## src/rtl/ext_mem_model_2ch_if.sv

```systemverilog
// Master-port bundle between accelerator and external memory model.
// Signal names follow the accelerator's generated Mout_* port list.
interface ext_mem_model_2ch_if #(
  parameter int ADDR_W = 7
);
  logic [1:0]          Mout_oe_ram;
  logic [1:0]          Mout_we_ram;
  logic [2*ADDR_W-1:0] Mout_addr_ram;
  logic [15:0]         Mout_Wdata_ram;
  logic [7:0]          Mout_data_ram_size;
  logic                ld_we;
  logic [ADDR_W-1:0]   ld_addr;
  logic [7:0]          ld_data;
  logic [15:0]         M_Rdata_ram;
  logic [1:0]          M_DataRdy;
  logic [1:0]          err_both;

  modport master (
    output Mout_oe_ram, Mout_we_ram,
    output Mout_addr_ram, Mout_Wdata_ram,
    output Mout_data_ram_size,
    output ld_we, ld_addr, ld_data,
    input  M_Rdata_ram, M_DataRdy, err_both
  );

  modport slave (
    input  Mout_oe_ram, Mout_we_ram,
    input  Mout_addr_ram, Mout_Wdata_ram,
    input  Mout_data_ram_size,
    input  ld_we, ld_addr, ld_data,
    output M_Rdata_ram, M_DataRdy, err_both
  );
endinterface

```

## src/rtl/ext_mem_model_2ch.sv

```systemverilog
// Dual-channel windowed byte memory with read/write latency,
// masked writes, per-channel ready pulses and a preload port.
module ext_mem_model_2ch #(
  parameter int ADDR_W      = 7,
  parameter int BASE_ADDR   = 0,
  parameter int MEM_BYTES   = 64,
  parameter int READ_DELAY  = 2,
  parameter int WRITE_DELAY = 1
) (
  input logic               clock,
  input logic               reset,
  ext_mem_model_2ch_if.slave bus
);
  localparam int IW =
    (MEM_BYTES > 1) ? $clog2(MEM_BYTES) : 1;
  localparam int MX =
    (READ_DELAY > WRITE_DELAY) ?
    READ_DELAY : WRITE_DELAY;
  localparam int CW = $clog2(MX + 1);
  localparam int PS = READ_DELAY - 1;

  logic [7:0]    mem_q [MEM_BYTES];
  logic [CW-1:0] cnt_q [2];
  logic [CW-1:0] cnt_d [2];
  logic [7:0]    pipe_q [2][PS];
  logic [1:0]    err_q, err_d;
  logic [1:0]    win, rd_req, wr_req;
  logic [1:0]    rdy, smp, cmt;
  logic [IW-1:0] off [2];
  logic [7:0]    wbyte [2];

  for (genvar c = 0; c < 2; c++) begin : g_ch
    logic [ADDR_W-1:0] addr;
    logic signed [31:0] rel;
    logic               oe, we;
    logic [3:0]         sz;
    logic [8:0]         m9;
    logic [7:0]         mask, wd;
    logic               rd_last, wr_last;

    assign addr = bus.Mout_addr_ram[c*ADDR_W +: ADDR_W];
    assign oe   = bus.Mout_oe_ram[c];
    assign we   = bus.Mout_we_ram[c];
    assign sz   = bus.Mout_data_ram_size[c*4 +: 4];
    assign wd   = bus.Mout_Wdata_ram[c*8 +: 8];

    // Signed offset so BASE_ADDR=0 needs no special case.
    assign rel =
      $signed({{(32-ADDR_W){1'b0}}, addr}) - BASE_ADDR;
    assign win[c] =
      reset & (rel >= 0) & (rel < MEM_BYTES);
    assign off[c] = rel[IW-1:0];

    assign rd_req[c] = oe & ~we & win[c];
    assign wr_req[c] = we & ~oe & win[c];
    assign rd_last =
      cnt_q[c] == CW'(READ_DELAY - 1);
    assign wr_last =
      cnt_q[c] == CW'(WRITE_DELAY - 1);

    assign rdy[c] = (rd_req[c] & rd_last) |
                    (wr_req[c] & wr_last);
    assign smp[c] = rd_req[c] & (cnt_q[c] == '0);
    assign cmt[c] = wr_req[c] & wr_last;

    always_comb begin
      cnt_d[c] = '0;
      if (rd_req[c])
        cnt_d[c] = rd_last ? '0 : cnt_q[c] + CW'(1);
      else if (wr_req[c])
        cnt_d[c] = wr_last ? '0 : cnt_q[c] + CW'(1);
    end

    assign m9   = (9'd1 << sz) - 9'd1;
    assign mask = (sz >= 4'd8) ? 8'hFF : m9[7:0];
    assign wbyte[c] =
      (wd & mask) | (mem_q[off[c]] & ~mask);

    assign err_d[c] = err_q[c] | (oe & we);

    always_ff @(posedge clock or negedge reset) begin
      if (!reset) begin
        cnt_q[c] <= '0;
        err_q[c] <= 1'b0;
        for (int s = 0; s < PS; s++)
          pipe_q[c][s] <= '0;
      end else begin
        cnt_q[c] <= cnt_d[c];
        err_q[c] <= err_d[c];
        pipe_q[c][0] <= smp[c] ? mem_q[off[c]] : 8'h00;
        for (int s = 1; s < PS; s++)
          pipe_q[c][s] <= pipe_q[c][s-1];
      end
    end

    assign bus.M_Rdata_ram[c*8 +: 8] =
      rdy[c] ? pipe_q[c][PS-1] : 8'h00;
    assign bus.M_DataRdy[c] = rdy[c];
  end

  assign bus.err_both = err_q;

  // Later assignments win: preload < ch0 < ch1.
  always_ff @(posedge clock) begin
    if (bus.ld_we &&
        (32'(bus.ld_addr) < 32'(MEM_BYTES)))
      mem_q[bus.ld_addr[IW-1:0]] <= bus.ld_data;
    for (int c = 0; c < 2; c++)
      if (cmt[c])
        mem_q[off[c]] <= wbyte[c];
  end
endmodule

```

## src/flat_wrapper.sv

```systemverilog
// flat-port wrapper written by rule: the top's interface ports become plain ports
module ext_mem_model_2ch_flat 
#(
  parameter int ADDR_W      = 7,
  parameter int BASE_ADDR   = 0,
  parameter int MEM_BYTES   = 64,
  parameter int READ_DELAY  = 2,
  parameter int WRITE_DELAY = 1
)
  (clock, reset, bus_Mout_oe_ram, bus_Mout_we_ram, bus_Mout_addr_ram, bus_Mout_Wdata_ram, bus_Mout_data_ram_size, bus_ld_we, bus_ld_addr, bus_ld_data, bus_M_Rdata_ram, bus_M_DataRdy, bus_err_both);
  ext_mem_model_2ch_if #(.ADDR_W(ADDR_W)) bus_i ();
  input logic clock;
  input logic reset;
  input wire logic [$bits(bus_i.Mout_oe_ram)-1:0] bus_Mout_oe_ram;
  input wire logic [$bits(bus_i.Mout_we_ram)-1:0] bus_Mout_we_ram;
  input wire logic [$bits(bus_i.Mout_addr_ram)-1:0] bus_Mout_addr_ram;
  input wire logic [$bits(bus_i.Mout_Wdata_ram)-1:0] bus_Mout_Wdata_ram;
  input wire logic [$bits(bus_i.Mout_data_ram_size)-1:0] bus_Mout_data_ram_size;
  input wire logic [$bits(bus_i.ld_we)-1:0] bus_ld_we;
  input wire logic [$bits(bus_i.ld_addr)-1:0] bus_ld_addr;
  input wire logic [$bits(bus_i.ld_data)-1:0] bus_ld_data;
  output wire logic [$bits(bus_i.M_Rdata_ram)-1:0] bus_M_Rdata_ram;
  output wire logic [$bits(bus_i.M_DataRdy)-1:0] bus_M_DataRdy;
  output wire logic [$bits(bus_i.err_both)-1:0] bus_err_both;
  assign bus_i.Mout_oe_ram = bus_Mout_oe_ram;
  assign bus_i.Mout_we_ram = bus_Mout_we_ram;
  assign bus_i.Mout_addr_ram = bus_Mout_addr_ram;
  assign bus_i.Mout_Wdata_ram = bus_Mout_Wdata_ram;
  assign bus_i.Mout_data_ram_size = bus_Mout_data_ram_size;
  assign bus_i.ld_we = bus_ld_we;
  assign bus_i.ld_addr = bus_ld_addr;
  assign bus_i.ld_data = bus_ld_data;
  assign bus_M_Rdata_ram = bus_i.M_Rdata_ram;
  assign bus_M_DataRdy = bus_i.M_DataRdy;
  assign bus_err_both = bus_i.err_both;
  ext_mem_model_2ch #(.ADDR_W(ADDR_W), .BASE_ADDR(BASE_ADDR), .MEM_BYTES(MEM_BYTES), .READ_DELAY(READ_DELAY), .WRITE_DELAY(WRITE_DELAY)) u_core (.clock(clock), .reset(reset), .bus(bus_i));
endmodule
```

## config.mk

```make
export PLATFORM = sky130hd
export DESIGN_NAME = ext_mem_model_2ch_flat
export DESIGN_NICKNAME = d
export VERILOG_FILES = /design/src/rtl/ext_mem_model_2ch_if.sv /design/src/rtl/ext_mem_model_2ch.sv /design/src/flat_wrapper.sv
export SDC_FILE = /design/constraint.sdc
export NUM_CORES = 1
export LEC_CHECK = 0
export BUFFER_PORTS_ARGS = -buffer_cell sky130_fd_sc_hd__buf_2
export CAP_MARGIN = 20
export CORE_ASPECT_RATIO = 1.75
export CORE_MARGIN = 2
export CORE_UTILIZATION = 24
export DETAILED_ROUTE_END_ITERATION = 7
export MAX_ROUTING_LAYER = met4
export PLACE_DENSITY = 0.42
export SYNTH_ARGS = -nofsm -noshare
export SYNTH_HDL_FRONTEND = slang
export SYNTH_SLANG_ARGS = --single-unit
```

## constraint.sdc

```tcl
create_clock -name clock -period 2.4 [get_ports clock]
set_input_delay 0.24 -clock clock [delete_from_list [all_inputs] [get_ports clock]]
set_output_delay 0.24 -clock clock [all_outputs]
set_load 0.01 [all_outputs]
```

Word-level counts from Yosys, hierarchy flattened
Memories as Yosys holds them, arrays and structs flattened.
Index checks and enable logic that the tools add are counted.
{ "word_totals": {"reg_bits": 22, "ram_bits": 512, "output_inout_bits": 20, "memories": 1} }
{ "classes": {"n_addsub": 4, "magnitude_cmp": 7, "n_eq_ne": 2, "shift": 2, "n_mux": 20, "bitwise": 36, "n_reduce_logical": 3} }
{ "mem_list": {"columns": ["memory", "words", "width", "read_ports", "rd_ports_with_merged_regs", "write_ports", "line", "rtl"], "rows": [
  ["u_core.mem_q", 64, 8, 2, 0, 3, "ext_mem_model_2ch.sv:22", "logic [7:0] mem_q [MEM_BYTES];"]
]} }
{ "op_table": {"columns": ["op", "n"], "rows": [
  ["8-bit 2-to-1 mux", 6],
  ["8-bit bitwise AND", 4],
  ["7-bit < comparator, second input constant", 3],
  ["1-bit bitwise AND", 20],
  ["2-bit 2-to-1 mux", 8],
  ["8-bit NOT", 2],
  ["8-bit OR", 2],
  ["1-bit by 4-bit left shift with 8-bit output, first input constant", 2],
  ["8-bit by 1-bit subtractor with 8-bit output, second input constant", 2],
  ["7-bit by 1-bit greater-or-equal comparator with 1-bit output, second input constant", 2],
  ["4-bit greater-or-equal comparator, second input constant", 2],
  ["1-bit 2-to-1 mux", 6],
  ["2-bit by 1-bit adder with 2-bit output, second input constant", 2],
  ["2-bit by 1-bit equality test with 1-bit output, second input constant", 2],
  ["2-bit zero test", 2],
  ["1-bit NOT", 4],
  ["1-bit OR", 4],
  ["1-bit logical AND", 1]
]} }

Longest topological paths before layout
{ "depth": {"word_depth": 7, "ltp_mapped": 15, "ltp_nobuf": 9} }

Worst setup path after synthesis
No wires, ideal clock.
{ "synth_path": {"kind": "input to register", "start": "input port bus_Mout_data_ram_size[2]", "end": "memory u_core.mem_q[3][6], data pin", "t_arrival_ns": 2.611, "slack_ns": -0.482, "path_stages": 12, "n_path_buf": 3, "path_cell_list": "clkbuf_1 -> nor3_1 -> nand2b_1 -> ha_1 -> xnor2_1 -> a311o_1 -> nor2b_1 -> clkbuf_1 -> clkbuf_1 -> nor3_1 -> a211oi_1 -> a21oi_1"} }
{ "synth_rtl": {"columns": ["element", "line", "rtl"], "rows": [
  ["start: declaration", "flat_wrapper.sv:18", "input wire logic [$bits(bus_i.Mout_data_ram_size)-1:0] bus_Mout_data_ram_size;"],
  ["end: declaration", "ext_mem_model_2ch.sv:22", null]
]} }

==> results_dict.tcl <==
set metrics [dict create \
    run_status "finished, violations left" \
    violations "negative setup slack" \
    critPathCaptureType "flip-flop" \
    clk_pin_slew_worst_paths_ns 0.07 \
    clock_latency_ns 0.69 \
    dr.pass1.iters 6 \
    timing.rr.end "u_core.mem_q[17][3]$_DFFE_PP_" \
    cts_buffers 54 \
    yosysWarningCount 0 \
    drtAntennaViolNets 0 \
    cp.depth 13 \
    drc 0 \
    cts-root-buf "clkbuf_16" \
    rows 192 \
    cp-endpoint "u_core.mem_q[17][3]$_DFFE_PP_" \
    use_met3_pct 7.221 \
    viasPerCell 6.148 \
    place_ws_ns -1.766 \
    place.gp.congestion 1.073 \
    critical_path_class "flip-flop to flip-flop" \
    wirelength_mm 314.7 \
    syn-cell-area_sq_um 37680 \
    area_growth_pct 61.39 \
    fin_total_pwr_uw 27810 \
    reg2reg_from "u_core.mem_q[38][3]$_DFFE_PP_" \
    syn_area_per_cell_sq_um 9.184 \
    grt_use_met1_pct 39.79 \
    p_sw_share_pct 34.05 \
    synth_nets 4173 \
    p_leak_uw 0.02413 \
    cp.arrival_ns 3.77 \
    die_h_um 528.2 \
    rrSetupSlack_ns -0.95 \
    r2r.worst_path.cells 13 \
    path_max_fanout 5 \
    grt_pass1_wl_mm 399.3 \
    peakVddDrop_mv 0.5218 \
    cts_tree "built" \
    cp_top_family "compound AO/OA/AOI/OAI gates" \
    path_cells "mux2_4 > a221o_1 > a222oi_1 > buf_4 > nor2_2 > nor4_2 > buf_4 > nand4_1 > o21ai_4 > buf_12 > buf_12 > buf_16 > mux2i_1" \
    cap_violations 0 \
    grt.overflow.total 0 \
    period_needed_ns 3.345 \
    drt_iter0_markers 5111 \
    slew_violations 0 \
    finalSetupViolCount 525 \
    cts_max_path_buffers 3 \
    async_flop_share_pct 4.120 \
    grt_start_max_net_pins 65 \
    crit_required_ns 2.83 \
    worst_clock_skew_ns 0.04121 \
    worst_pin_slew_ns 1.229 \
    hold_viol 0 \
    maxSlewHeadroom_pct 18.08 \
    worst_slack_ns -0.9453 \
    cp-startpoint "u_core.mem_q[38][3]$_DFFE_PP_" \
    fmax_ghz 0.2989 \
    post-route-period-util_pct 139.4 \
    p_switching_uw 9468 \
    yosysTopAreaCellShare_pct 40.80 \
    hp-class "input pin to flip-flop" \
    synth_cells 4103 \
    gr-usage-met2_pct 60.49 \
    slowest_stage "edfxtp_1" \
    die_x_um 303.5 \
    ios 80 \
    synthDistinctLibCells 85 \
    seqPwrFrac_pct 37.0 \
    clockPowerShare_pct 33.4 \
    synth_edf_count 512 \
    core_sq_um 156200 \
    die_area_sq_um 160300 \
    path_buf_inv 5 \
    yosysTopAreaCell "edfxtp_1" \
    synth_seq_area_share_pct 42.26 \
    powerDensity_nw_per_um2 457.2 \
    yosys-top-cells-area "edfxtp_1 41%, a21oi_1 8.0%, a22oi_1 7.3%" \
    grt_busiest_layer "met2" \
    io_buffers 79 \
    whs_ns 0.07721 \
    drive_above_1_share_pct 49.63 \
    setup.worst_path.start_class "flip-flop" \
    rsz0062_at_grt "yes" \
    start_util_pct 24.13 \
    track_usage_pct 38.50 \
    synth_top_flop_cell "edfxtp_1" \
    slowest_delay_ns 0.54 \
    nNetsFinal 5364 \
    p_int_uw 18340 \
    wl_per_cell_um 42.57 \
    dp_hpwl_mm 224.8 \
    htree_levels 2 \
    cts_sinks 534 \
    p_comb_share_pct 29.6 \
    grt_pass1_vias 43123 \
    netlist_top_cells_count "697 x nand2_1, 602 x a21oi_1, 512 x edfxtp_1, 367 x a22oi_1, 305 x nor2_1" \
    ys_seq_elements 534 \
    antenna_found_initial 27 \
    vias 45446 \
    synth_most_common_cell "nand2_1" \
]
## cell type report
type	instances	area (sq um)
diodes	20	50.05
clock buffers	68	1530
clock inverters	29	261.5
fillers	15644	95340
inverters	19	71.32
multi-input cells	3151	24850
flip-flops and latches	534	15930
well taps	2037	2549
repair buffers	1534	15580
## stage by stage
step           std cells  util (%)  cell area (sq um)  setup TNS [ns]
2_1_floorplan       4103         -              38490          -37.79
3_3_place_gp        7122     32.99              51520         -849.03
3_5_place_dp        7122     32.99              51520         -854.88
4_1_cts             7304     36.02              56240         -364.74
5_1_grt             7389     38.94              60810         -330.64
6_report            7392     38.95              60810         -329.92
## timing repair
item | in CTS | in global routing
hold endpoints to repair | 28 | 0
pin swaps | 90 | 203
hold buffers | 7 | 0
setup endpoints to repair | 781 | 1006
cloned | 29 | 16
gates resized for setup | 394 | 877
buffers inserted | 53 | 82
## metal layers
metal,part of all wire (%),vias to the layer above
met5,0,-
met4,14,0
met3,8.1,1389
met2,45,3105
met1,33,22839
li1,-,18113
## power groups by stage
stage	registers (uW)	logic (uW)	clock network (uW)
6_report	10300	8240	9280
3_5_place_dp	10500	5920	0
3_3_place_gp	10500	5920	0
5_1_grt	10300	8200	9540
2_1_floorplan	10500	2500	0
4_1_cts	10300	6970	9340
## layout by cell type (no fill, tap or decap), types with 25 or more instances in the layout
cell / instances
nand2_1: 377
nor2b_1: 47
edfxtp_1: 512
nor2_2: 25
o21ai_0: 56
a21oi_1: 526
buf_2: 65
a22oi_2: 232
buf_16: 30
mux2_2: 61
a22oi_1: 135
o211ai_1: 29
and2_1: 62
o22ai_1: 40
buf_6: 67
a21oi_2: 70
clkbuf_16: 78
nand2_4: 228
buf_4: 1099
buf_12: 230
nor2_1: 268
nand2_2: 91
nor3_1: 26
mux4_2: 73
a31oi_1: 66
a221oi_1: 67
mux2i_1: 158
a211oi_2: 60
nand3_1: 49
## sequential cells by signal, indices dropped and copies added (netlist names)
| name | flops |
|---|---|
| u_core.bus.err_both | 2 |
| u_core.pipe_q | 16 |
| u_core.mem_q | 512 |
| u_core.cnt_q | 4 |
## worst reg2reg max path, stage by stage (launching register included)
cell      delay (ns)
edfxtp_1        0.54
mux2_4          0.34
a221o_1         0.34
a222oi_1        0.41
buf_4           0.19
nor2_2          0.04
nor4_2          0.13
buf_4           0.19
nand4_1         0.17
o21ai_4         0.15
buf_12          0.21
buf_12          0.15
buf_16          0.15
mux2i_1         0.08
## how the worst min path moves through the flow
| stage | start | end | slack (ns) | cells after the start |
|---|---|---|---|---|
| 2_1_floorplan | reset | u_core.bus.err_both[0]$_DFF_PN0_ | -0.06 | 0 |
| 3_3_place_gp | reset | u_core.pipe_q[3]$_DFF_PN0_ | 0.22 | 2 |
| 3_5_place_dp | reset | u_core.pipe_q[3]$_DFF_PN0_ | 0.23 | 2 |
| 4_1_cts | bus_Mout_oe_ram[0] | u_core.cnt_q[2]$_DFF_PN0_ | 0.04 | 4 |
| 5_1_grt | bus_Mout_oe_ram[0] | u_core.cnt_q[3]$_DFF_PN0_ | 0.11 | 4 |
| 6_report | bus_Mout_oe_ram[0] | u_core.cnt_q[2]$_DFF_PN0_ | 0.08 | 4 |
## cells by family (layout without fill, tap and decap cells)
family | after synthesis | after routing | share of synthesized area, %
AO/OA/AOI/OAI | 1486 | 1486 | 25.78
multiplexers | 312 | 312 | 10.94
flip-flops | 534 | 534 | 42.26
XOR/XNOR | 4 | 4 | 0.09299
adder cells (fa/ha/maj) | 10 | 10 | 0.3320
other | 0 | 20 | 0
buffers and inverters | 418 | 1650 | 4.964
AND/OR/NAND/NOR | 1339 | 1339 | 15.62
No activity file was read; power rests on OpenSTA's default activity.
